<file path="src/rtl/uevc_pkg.sv">
// Shared definitions for the microprogram sequencer: mode and condition codes,
// sequencer states, flag positions and the branch-condition evaluator.
package uevc_pkg;

    localparam int UA_W = 10;

    localparam logic [2:0] UM_NEXT   = 3'b000;
    localparam logic [2:0] UM_JUMP   = 3'b001;
    localparam logic [2:0] UM_BRANCH = 3'b010;
    localparam logic [2:0] UM_DECODE = 3'b011;
    localparam logic [2:0] UM_CALL   = 3'b100;
    localparam logic [2:0] UM_RETURN = 3'b101;

    localparam logic [3:0] CC_ALWAYS = 4'd0;
    localparam logic [3:0] CC_N      = 4'd1;
    localparam logic [3:0] CC_Z      = 4'd2;
    localparam logic [3:0] CC_V      = 4'd3;
    localparam logic [3:0] CC_C      = 4'd4;
    localparam logic [3:0] CC_NN     = 4'd5;
    localparam logic [3:0] CC_NZ     = 4'd6;
    localparam logic [3:0] CC_NV     = 4'd7;
    localparam logic [3:0] CC_NC     = 4'd8;
    localparam logic [3:0] CC_LT     = 4'd9;
    localparam logic [3:0] CC_LE     = 4'd10;

    // FLAGS_IN is packed as {N,Z,V,C}
    localparam int FLAG_N = 3;
    localparam int FLAG_Z = 2;
    localparam int FLAG_V = 1;
    localparam int FLAG_C = 0;

    typedef enum logic [1:0] {
        ST_BOOT = 2'd0,
        ST_RUN  = 2'd1,
        ST_WAIT = 2'd2
    } state_t;

    function automatic logic eval_cond(input logic [3:0] sel, input logic [3:0] flags);
        logic n, z, v, c, res;
        n = flags[FLAG_N];
        z = flags[FLAG_Z];
        v = flags[FLAG_V];
        c = flags[FLAG_C];
        case (sel)
            CC_ALWAYS: res = 1'b1;
            CC_N:      res = n;
            CC_Z:      res = z;
            CC_V:      res = v;
            CC_C:      res = c;
            CC_NN:     res = !n;
            CC_NZ:     res = !z;
            CC_NV:     res = !v;
            CC_NC:     res = !c;
            CC_LT:     res = n ^ v;
            CC_LE:     res = z | (n ^ v);
            default:   res = 1'b0;
        endcase
        return res;
    endfunction

endpackage

</file>
<file path="src/rtl/micro_sequencer_if.sv">
// MIR/datapath-facing bundle of the sequencer: microinstruction fields and
// flags in, control-store address and status out.
interface micro_sequencer_if;
    import uevc_pkg::*;

    logic [6:0]      Type_IN;
    logic [UA_W-1:0] DAdd_IN;
    logic            MR_IN;
    logic            MW_IN;
    logic [3:0]      FLAGS_IN;
    logic [7:0]      OP_IN;
    logic            MEM_RDY;
    logic [UA_W-1:0] CSAI;
    logic [UA_W-1:0] UPC;
    logic            MEM_REQ;
    logic            STALL;
    logic            ERR;

    modport master (
        output Type_IN, DAdd_IN, MR_IN, MW_IN, FLAGS_IN, OP_IN, MEM_RDY,
        input  CSAI, UPC, MEM_REQ, STALL, ERR
    );

    modport slave (
        input  Type_IN, DAdd_IN, MR_IN, MW_IN, FLAGS_IN, OP_IN, MEM_RDY,
        output CSAI, UPC, MEM_REQ, STALL, ERR
    );

endinterface

</file>
<file path="src/rtl/micro_stack.sv">
// Micro-return LIFO: drops pushes when full, reads back zero when empty.
module micro_stack
    import uevc_pkg::*;
#(
    parameter int STACK_DEPTH = 4
) (
    input  logic            clk,
    input  logic            rst_n,
    input  logic            push,
    input  logic            pop,
    input  logic [UA_W-1:0] push_data,
    output logic [UA_W-1:0] top,
    output logic            full,
    output logic            empty
);

    localparam int SP_W  = $clog2(STACK_DEPTH + 1);
    localparam int IDX_W = $clog2(STACK_DEPTH);

    logic [UA_W-1:0]  mem [STACK_DEPTH];
    logic [SP_W-1:0]  sp;
    logic [IDX_W-1:0] wr_idx;
    logic [IDX_W-1:0] top_idx;

    assign full    = (sp == SP_W'(STACK_DEPTH));
    assign empty   = (sp == '0);
    assign wr_idx  = IDX_W'(sp);
    assign top_idx = IDX_W'(sp - 1'b1);
    assign top     = empty ? '0 : mem[top_idx];

    always_ff @(posedge clk or negedge rst_n) begin
        if (!rst_n) begin
            sp <= '0;
        end else if (push && !full) begin
            sp <= sp + 1'b1;
        end else if (pop && !empty) begin
            sp <= sp - 1'b1;
        end
    end

    // Entries are only meaningful below sp, so storage needs no reset.
    always_ff @(posedge clk) begin
        if (push && !full) begin
            mem[wr_idx] <= push_data;
        end
    end

endmodule

</file>
<file path="src/rtl/micro_sequencer.sv">
// Next-address controller: selects CSAI from the MIR mode/condition, holds the
// sequence during memory cycles, and traps on stack misuse or memory timeout.
module micro_sequencer
    import uevc_pkg::*;
#(
    parameter int              STACK_DEPTH = 4,
    parameter int              WAIT_LIMIT  = 15,
    parameter logic [UA_W-1:0] FAULT_VEC   = 10'h3F0
) (
    input logic               CLK,
    input logic               RST_N,
    micro_sequencer_if.slave  bus
);

    localparam int CNT_W = $clog2(WAIT_LIMIT + 1);

    state_t          state, next_state;
    logic [UA_W-1:0] upc;
    logic [CNT_W-1:0] wait_cnt, wait_cnt_next;
    logic            err, err_set;

    logic [UA_W-1:0] csai;
    logic [UA_W-1:0] upc_inc;
    logic [UA_W-1:0] target;
    logic [2:0]      mode;
    logic            mem_req, stall;
    logic            push, pop, want_push, want_pop;
    logic [UA_W-1:0] stk_top;
    logic            stk_full, stk_empty;

    micro_stack #(.STACK_DEPTH(STACK_DEPTH)) u_stack (
        .clk       (CLK),
        .rst_n     (RST_N),
        .push      (push),
        .pop       (pop),
        .push_data (upc_inc),
        .top       (stk_top),
        .full      (stk_full),
        .empty     (stk_empty)
    );

    assign mode    = bus.Type_IN[6:4];
    assign upc_inc = upc + UA_W'(1);

    // Target address if this cycle advances; 110/111 fall through to NEXT.
    always_comb begin
        target    = upc_inc;
        want_push = 1'b0;
        want_pop  = 1'b0;
        case (mode)
            UM_JUMP:   target = bus.DAdd_IN;
            UM_BRANCH: target = eval_cond(bus.Type_IN[3:0], bus.FLAGS_IN) ? bus.DAdd_IN : upc_inc;
            UM_DECODE: target = {1'b1, bus.OP_IN, 1'b0};
            UM_CALL: begin
                target    = bus.DAdd_IN;
                want_push = 1'b1;
            end
            UM_RETURN: begin
                target   = stk_top;
                want_pop = 1'b1;
            end
            default:   target = upc_inc;
        endcase
    end

    always_comb begin
        next_state    = state;
        csai          = '0;
        mem_req       = 1'b0;
        stall         = 1'b0;
        push          = 1'b0;
        pop           = 1'b0;
        err_set       = 1'b0;
        wait_cnt_next = wait_cnt;
        case (state)
            ST_RUN, ST_WAIT: begin
                mem_req = bus.MR_IN | bus.MW_IN;
                if (mem_req && !bus.MEM_RDY) begin
                    if (wait_cnt == CNT_W'(WAIT_LIMIT)) begin
                        csai          = FAULT_VEC;
                        err_set       = 1'b1;
                        wait_cnt_next = '0;
                        next_state    = ST_RUN;
                    end else begin
                        csai          = upc;
                        stall         = 1'b1;
                        wait_cnt_next = CNT_W'(wait_cnt + 1'b1);
                        next_state    = ST_WAIT;
                    end
                end else begin
                    csai          = target;
                    push          = want_push;
                    pop           = want_pop;
                    err_set       = (want_push && stk_full) || (want_pop && stk_empty);
                    wait_cnt_next = '0;
                    next_state    = ST_RUN;
                end
            end
            default: begin
                csai          = '0;
                wait_cnt_next = '0;
                next_state    = ST_RUN;
            end
        endcase
    end

    always_ff @(posedge CLK or negedge RST_N) begin
        if (!RST_N) begin
            state    <= ST_BOOT;
            upc      <= '0;
            wait_cnt <= '0;
            err      <= 1'b0;
        end else begin
            state    <= next_state;
            upc      <= csai;
            wait_cnt <= wait_cnt_next;
            err      <= err | err_set;
        end
    end

    assign bus.CSAI    = csai;
    assign bus.UPC     = upc;
    assign bus.MEM_REQ = mem_req;
    assign bus.STALL   = stall;
    assign bus.ERR     = err;

endmodule

</file>
<file path="src/flat_wrapper.sv">
// flat-port wrapper written by rule: the top's interface ports become plain ports
module micro_sequencer_flat import uevc_pkg::*;
#(
    parameter int              STACK_DEPTH = 4,
    parameter int              WAIT_LIMIT  = 15,
    parameter logic [UA_W-1:0] FAULT_VEC   = 10'h3F0
)
  (CLK, RST_N, bus_Type_IN, bus_DAdd_IN, bus_MR_IN, bus_MW_IN, bus_FLAGS_IN, bus_OP_IN, bus_MEM_RDY, bus_CSAI, bus_UPC, bus_MEM_REQ, bus_STALL, bus_ERR);
  micro_sequencer_if bus_i ();
  input logic CLK;
  input logic RST_N;
  input wire logic [$bits(bus_i.Type_IN)-1:0] bus_Type_IN;
  input wire logic [$bits(bus_i.DAdd_IN)-1:0] bus_DAdd_IN;
  input wire logic [$bits(bus_i.MR_IN)-1:0] bus_MR_IN;
  input wire logic [$bits(bus_i.MW_IN)-1:0] bus_MW_IN;
  input wire logic [$bits(bus_i.FLAGS_IN)-1:0] bus_FLAGS_IN;
  input wire logic [$bits(bus_i.OP_IN)-1:0] bus_OP_IN;
  input wire logic [$bits(bus_i.MEM_RDY)-1:0] bus_MEM_RDY;
  output wire logic [$bits(bus_i.CSAI)-1:0] bus_CSAI;
  output wire logic [$bits(bus_i.UPC)-1:0] bus_UPC;
  output wire logic [$bits(bus_i.MEM_REQ)-1:0] bus_MEM_REQ;
  output wire logic [$bits(bus_i.STALL)-1:0] bus_STALL;
  output wire logic [$bits(bus_i.ERR)-1:0] bus_ERR;
  assign bus_i.Type_IN = bus_Type_IN;
  assign bus_i.DAdd_IN = bus_DAdd_IN;
  assign bus_i.MR_IN = bus_MR_IN;
  assign bus_i.MW_IN = bus_MW_IN;
  assign bus_i.FLAGS_IN = bus_FLAGS_IN;
  assign bus_i.OP_IN = bus_OP_IN;
  assign bus_i.MEM_RDY = bus_MEM_RDY;
  assign bus_CSAI = bus_i.CSAI;
  assign bus_UPC = bus_i.UPC;
  assign bus_MEM_REQ = bus_i.MEM_REQ;
  assign bus_STALL = bus_i.STALL;
  assign bus_ERR = bus_i.ERR;
  micro_sequencer #(.STACK_DEPTH(STACK_DEPTH), .WAIT_LIMIT(WAIT_LIMIT), .FAULT_VEC(FAULT_VEC)) u_core (.CLK(CLK), .RST_N(RST_N), .bus(bus_i));
endmodule
</file>
<file path="config.mk">
export PLATFORM = sky130hd
export DESIGN_NAME = micro_sequencer_flat
export DESIGN_NICKNAME = d
export VERILOG_FILES = /design/src/rtl/uevc_pkg.sv /design/src/rtl/micro_sequencer_if.sv /design/src/rtl/micro_stack.sv /design/src/rtl/micro_sequencer.sv /design/src/flat_wrapper.sv
export SDC_FILE = /design/constraint.sdc
export NUM_CORES = 1
export LEC_CHECK = 0
export ABC_CLOCK_PERIOD_IN_PS = 2500
export CAP_MARGIN = 15
export CORE_ASPECT_RATIO = 1.4
export CORE_MARGIN = 1.5
export CORE_UTILIZATION = 49
export CTS_BUF_LIST = sky130_fd_sc_hd__clkbuf_4
export CTS_CLUSTER_DIAMETER = 30
export DETAILED_ROUTE_END_ITERATION = 12
export GPL_ROUTABILITY_DRIVEN = 1
export PLACE_DENSITY_LB_ADDON = 0.2
export SLEW_MARGIN = 10
export SYNTH_ARGS = -nofsm -noshare
export SYNTH_HDL_FRONTEND = slang
export SYNTH_SLANG_ARGS = --single-unit
</file>
<file path="constraint.sdc">
create_clock -name CLK -period 2.5 [get_ports CLK]
set_input_delay 0.25 -clock CLK [delete_from_list [all_inputs] [get_ports CLK]]
set_output_delay 0.25 -clock CLK [all_outputs]
set_load 0.01 [all_outputs]
</file>
==> impl_metrics.csv <==
group,metric,value,unit
job,cap_viol_max_count,0,
floorplan,start_util,49.9,%
synth,synth_largest_type_area_fraction,36.9,%
worst_setup_path,cp_num_buf_inv,2,
worst_setup_path,critPathMaxFanout,4,
placement,routabilityCongestion,0.974,
sta,final-setup-viol-count,10,
routing,dr.first_iter.drc_count,214,
sta,finalWorstSetupSlack,-262,ps
clocking,hold_buffers,0,
synth,ys_seq_elements,60,
worst_setup_path,cp-end-kind,"primary output",
synth,synth_most_common_cell,"edfxtp_1",
clocking,htreeDepth,3,
floorplan,core,0.00653,sq mm
synth,yosys_warnings,0,
worst_hold_path,hp-class,"primary input to async pin",
sta,tightestPinTransition,508,ps
finish,final_util,74.3,%
global_routing,track_usage,27.0,%
outcome,status,"finished with violations",
clocking,cts.sinks,60,
sta,rsz0062_at_grt,"yes",
outcome,violations,"setup timing",
worst_setup_path,start_kind,"flop",
floorplan,die_h,99.5,um
worst_setup_path,cp.arrival,2510,ps
finish,multiInputGateArea,0.00163,sq mm
finish,area_growth,48.9,%
synth,synth_area_leaders,"edfxtp_1 (37%), dfrtp_1 (15%), mux4_2 (6.2%)",
synth,synth_flop_cell,"edfxtp_1",
floorplan,num_rows,35,
power_and_ir_drop,vdd_drop_max,482,uV
synth,avgSynthCellArea,11.6,sq um
floorplan,die_w,71.9,um
routing,vias,2923,
sta,skew,21.6,ps
synth,synth_top_area_cell,"edfxtp_1",
global_routing,grt_pass1_vias,2924,
finish,seq_area,0.00170,sq mm
global_routing,antenna_found_initial,0,
synth,synth_common_cells,"edfxtp_1 (40), nor2_1 (23), o21ai_0 (23), a21oi_1 (22), dfrtp_1 (20)",
worst_setup_path,r2r_cells,13,
sta,max_freq,362,MHz
finish,num-nets-final,461,
sta,slew_headroom,66.0,%
power_and_ir_drop,leakage,1.96,nW
clocking,tritoncts,"built",
clocking,clockBufferDepth,2,
worst_setup_path,path_class,"flop to primary output",
synth,async_flop_share,33.3,%
power_and_ir_drop,power.total,0.00408,W
synth,netlist_instances,282,
worst_setup_path,critPathMaxStageDelay,550,ps
worst_setup_path,crit_slowest_cell,"or4_4",
floorplan,fp.dieArea,0.00715,sq mm
worst_setup_path,cp_top_family,"simple AND/OR/NAND/NOR gates",
global_routing,grt_start_max_net_pins,21,
routing,drc,0,
sta,hold_viol_final,0,
sta,min_period,2760,ps
sta,drv_slew,0,
routing,avgViaCountPerCell,5.87,
routing,drtAntennaViolNets,0,
sta,post-route-period-util,110,%
routing,drt-total-wl,9100,um
synth,syn_nets,324,
clocking,clk-insertion-delay-late,420,ps
synth,synth-edff-count,40,
power_and_ir_drop,power_density,842,mW/mm^2
finish,final_area,0.00485,sq mm
placement,place.detailed.hpwl,6680,um
synth,ys_seq_area_share,52.2,%
finish,antenna_cells,0,
floorplan,ios,57,
worst_setup_path,worstPathCellList,"inv_2 -> ha_4 -> mux2i_1 -> nor3_2 -> nor3_1 -> or4_4 -> a21oi_4 -> a2bb2oi_2 -> buf_2",
global_routing,grt_pass1_wl,14500,um
finish,drive_gt1_share,35.4,%
worst_setup_path,crit_required,2250,ps
finish,fill_cells,425,
placement,io_buffers,56,
clocking,cts_buffers,9,
global_routing,grt_overflow,0,
clocking,clockRootBuffer,"clkbuf_4",
worst_setup_path,crit_cells,9,
clocking,path_clk_slew,120,ps
synth,synth_cell_types,48,
routing,first_pass_iters,4,
placement,post_dp_cell_area,0.00440,sq mm
synth,syn_area,0.00326,sq mm
routing,avgRoutedWirePerCell,18.3,um
==> where the power goes <==
group | internal (W) | switching [W] | total [W]
Sequential | 0.00122 | 0.0000696 | 0.00129
Combinational | 0.00108 | 0.000915 | 0.00200
Clock | 0.000410 | 0.000389 | 0.000799
Total | 0.00271 | 0.00137 | 0.00408
==> cells in the final DEF (no fill, tap or decap), drive strengths merged, types with 3 or more instances in the layout <==
master          n
nand2           9
nand3          12
mux2i           4
inv             9
o221ai          3
edfxtp         40
and3           11
maj3            7
xnor2          11
clkbuf          9
a21oi          22
a221o           3
nand4           3
nor2           23
mux4            9
ha              8
clkinv          5
a221oi          6
o21ai          24
nor3           10
clkdlybuf4s50  45
xor2            4
and2b           3
buf            93
dfrtp          20
o211ai          5
==> worst reg2reg max path, cell delays in order (launching register included) <==
cell and delay, ps:
dfrtp_1 390, inv_2 60, ha_4 300, buf_6 140
mux4_2 330, a221o_1 330, o211ai_1 110, o211ai_1 170
buf_4 170, buf_6 100, buf_6 100, buf_6 100
buf_6 110, buf_6 100
==> worst paths after layout <==
| check | end | slack (ps) | start |
|---|---|---|---|
| setup reg to reg | u_core.bus.UPC[6]$_DFF_PN0_ | -90 | u_core.u_stack.sp[0]$_DFFE_PN0P_ |
| hold reg to reg | u_core.wait_cnt[0]$_DFF_PN0_ | 490 | u_core.wait_cnt[0]$_DFF_PN0_ |
| max in group asynchronous | u_core.state[1]$_DFF_PN0_ | 2090 | RST_N |
| min in group CLK | u_core.wait_cnt[0]$_DFF_PN0_ | 490 | u_core.wait_cnt[0]$_DFF_PN0_ |
| setup / recovery | bus_CSAI[9] | -260 | u_core.u_stack.sp[1]$_DFFE_PN0P_ |
| hold / removal | u_core.bus.UPC[5]$_DFF_PN0_ | 170 | RST_N |
==> per-layer routing <==
metal  vias to the layer above  part of all wire (%)  global-route usage, %  routed length (um)
met1                      1406                    39                   33.4                3540
met5                         -                     0                      0                   0
met4                         0                   3.5                   12.2                 314
met3                        30                   4.9                   4.86                 447
li1                       1364                     -                      -                   -
met2                       123                    53                   45.7                4800
==> stage by stage <==
step           instances  hold WS [ps]  setup WS (ps)  setup TNS [ps]
5_1_grt              498           176           -376           -2270
3_3_place_gp         466           457           -493           -3950
2_1_floorplan        282         -45.6           78.9               0
3_5_place_dp         466           468           -624           -4510
4_1_cts              496           163           -260           -1690
6_report             498           166           -262           -1220
==> layout make-up <==
class | instances | area share, %
inverters | 10 | 0.774
flip-flops and latches | 60 | 35.1
clock inverters | 7 | 2.04
multi-input cells | 199 | 33.5
well taps | 74 | 1.91
clock buffers | 9 | 1.39
repair buffers | 139 | 25.3
==> cells by family (layout without fill, tap and decap cells) <==
logic type | Yosys count | after routing | synth area share (%)
compound gates | 76 | 76 | 14.9
xor+xnor | 15 | 15 | 4.03
mux | 14 | 14 | 7.91
fa+ha+maj | 15 | 15 | 5.22
flops | 60 | 60 | 52.2
simple gates | 79 | 79 | 12.4
buf+inv | 23 | 165 | 3.23
==> state kept, by name, summed over array words and instances (netlist names) <==
| register | count |
|---|---|
| u_core.bus.ERR | 1 |
| u_core.state | 2 |
| u_core.wait_cnt | 4 |
| u_core.u_stack.sp | 3 |
| u_core.bus.UPC | 10 |
| u_core.u_stack.mem | 40 |
==> timing repair <==
| item | CTS | global route |
|---|---|---|
| buffers inserted | 14 | 3 |
| hold endpoints to repair | 0 | 0 |
| resized for setup | 77 | 10 |
| pin swaps | 22 | 10 |
| setup endpoints to repair | 10 | 11 |
(Power assumes the default switching activity.)
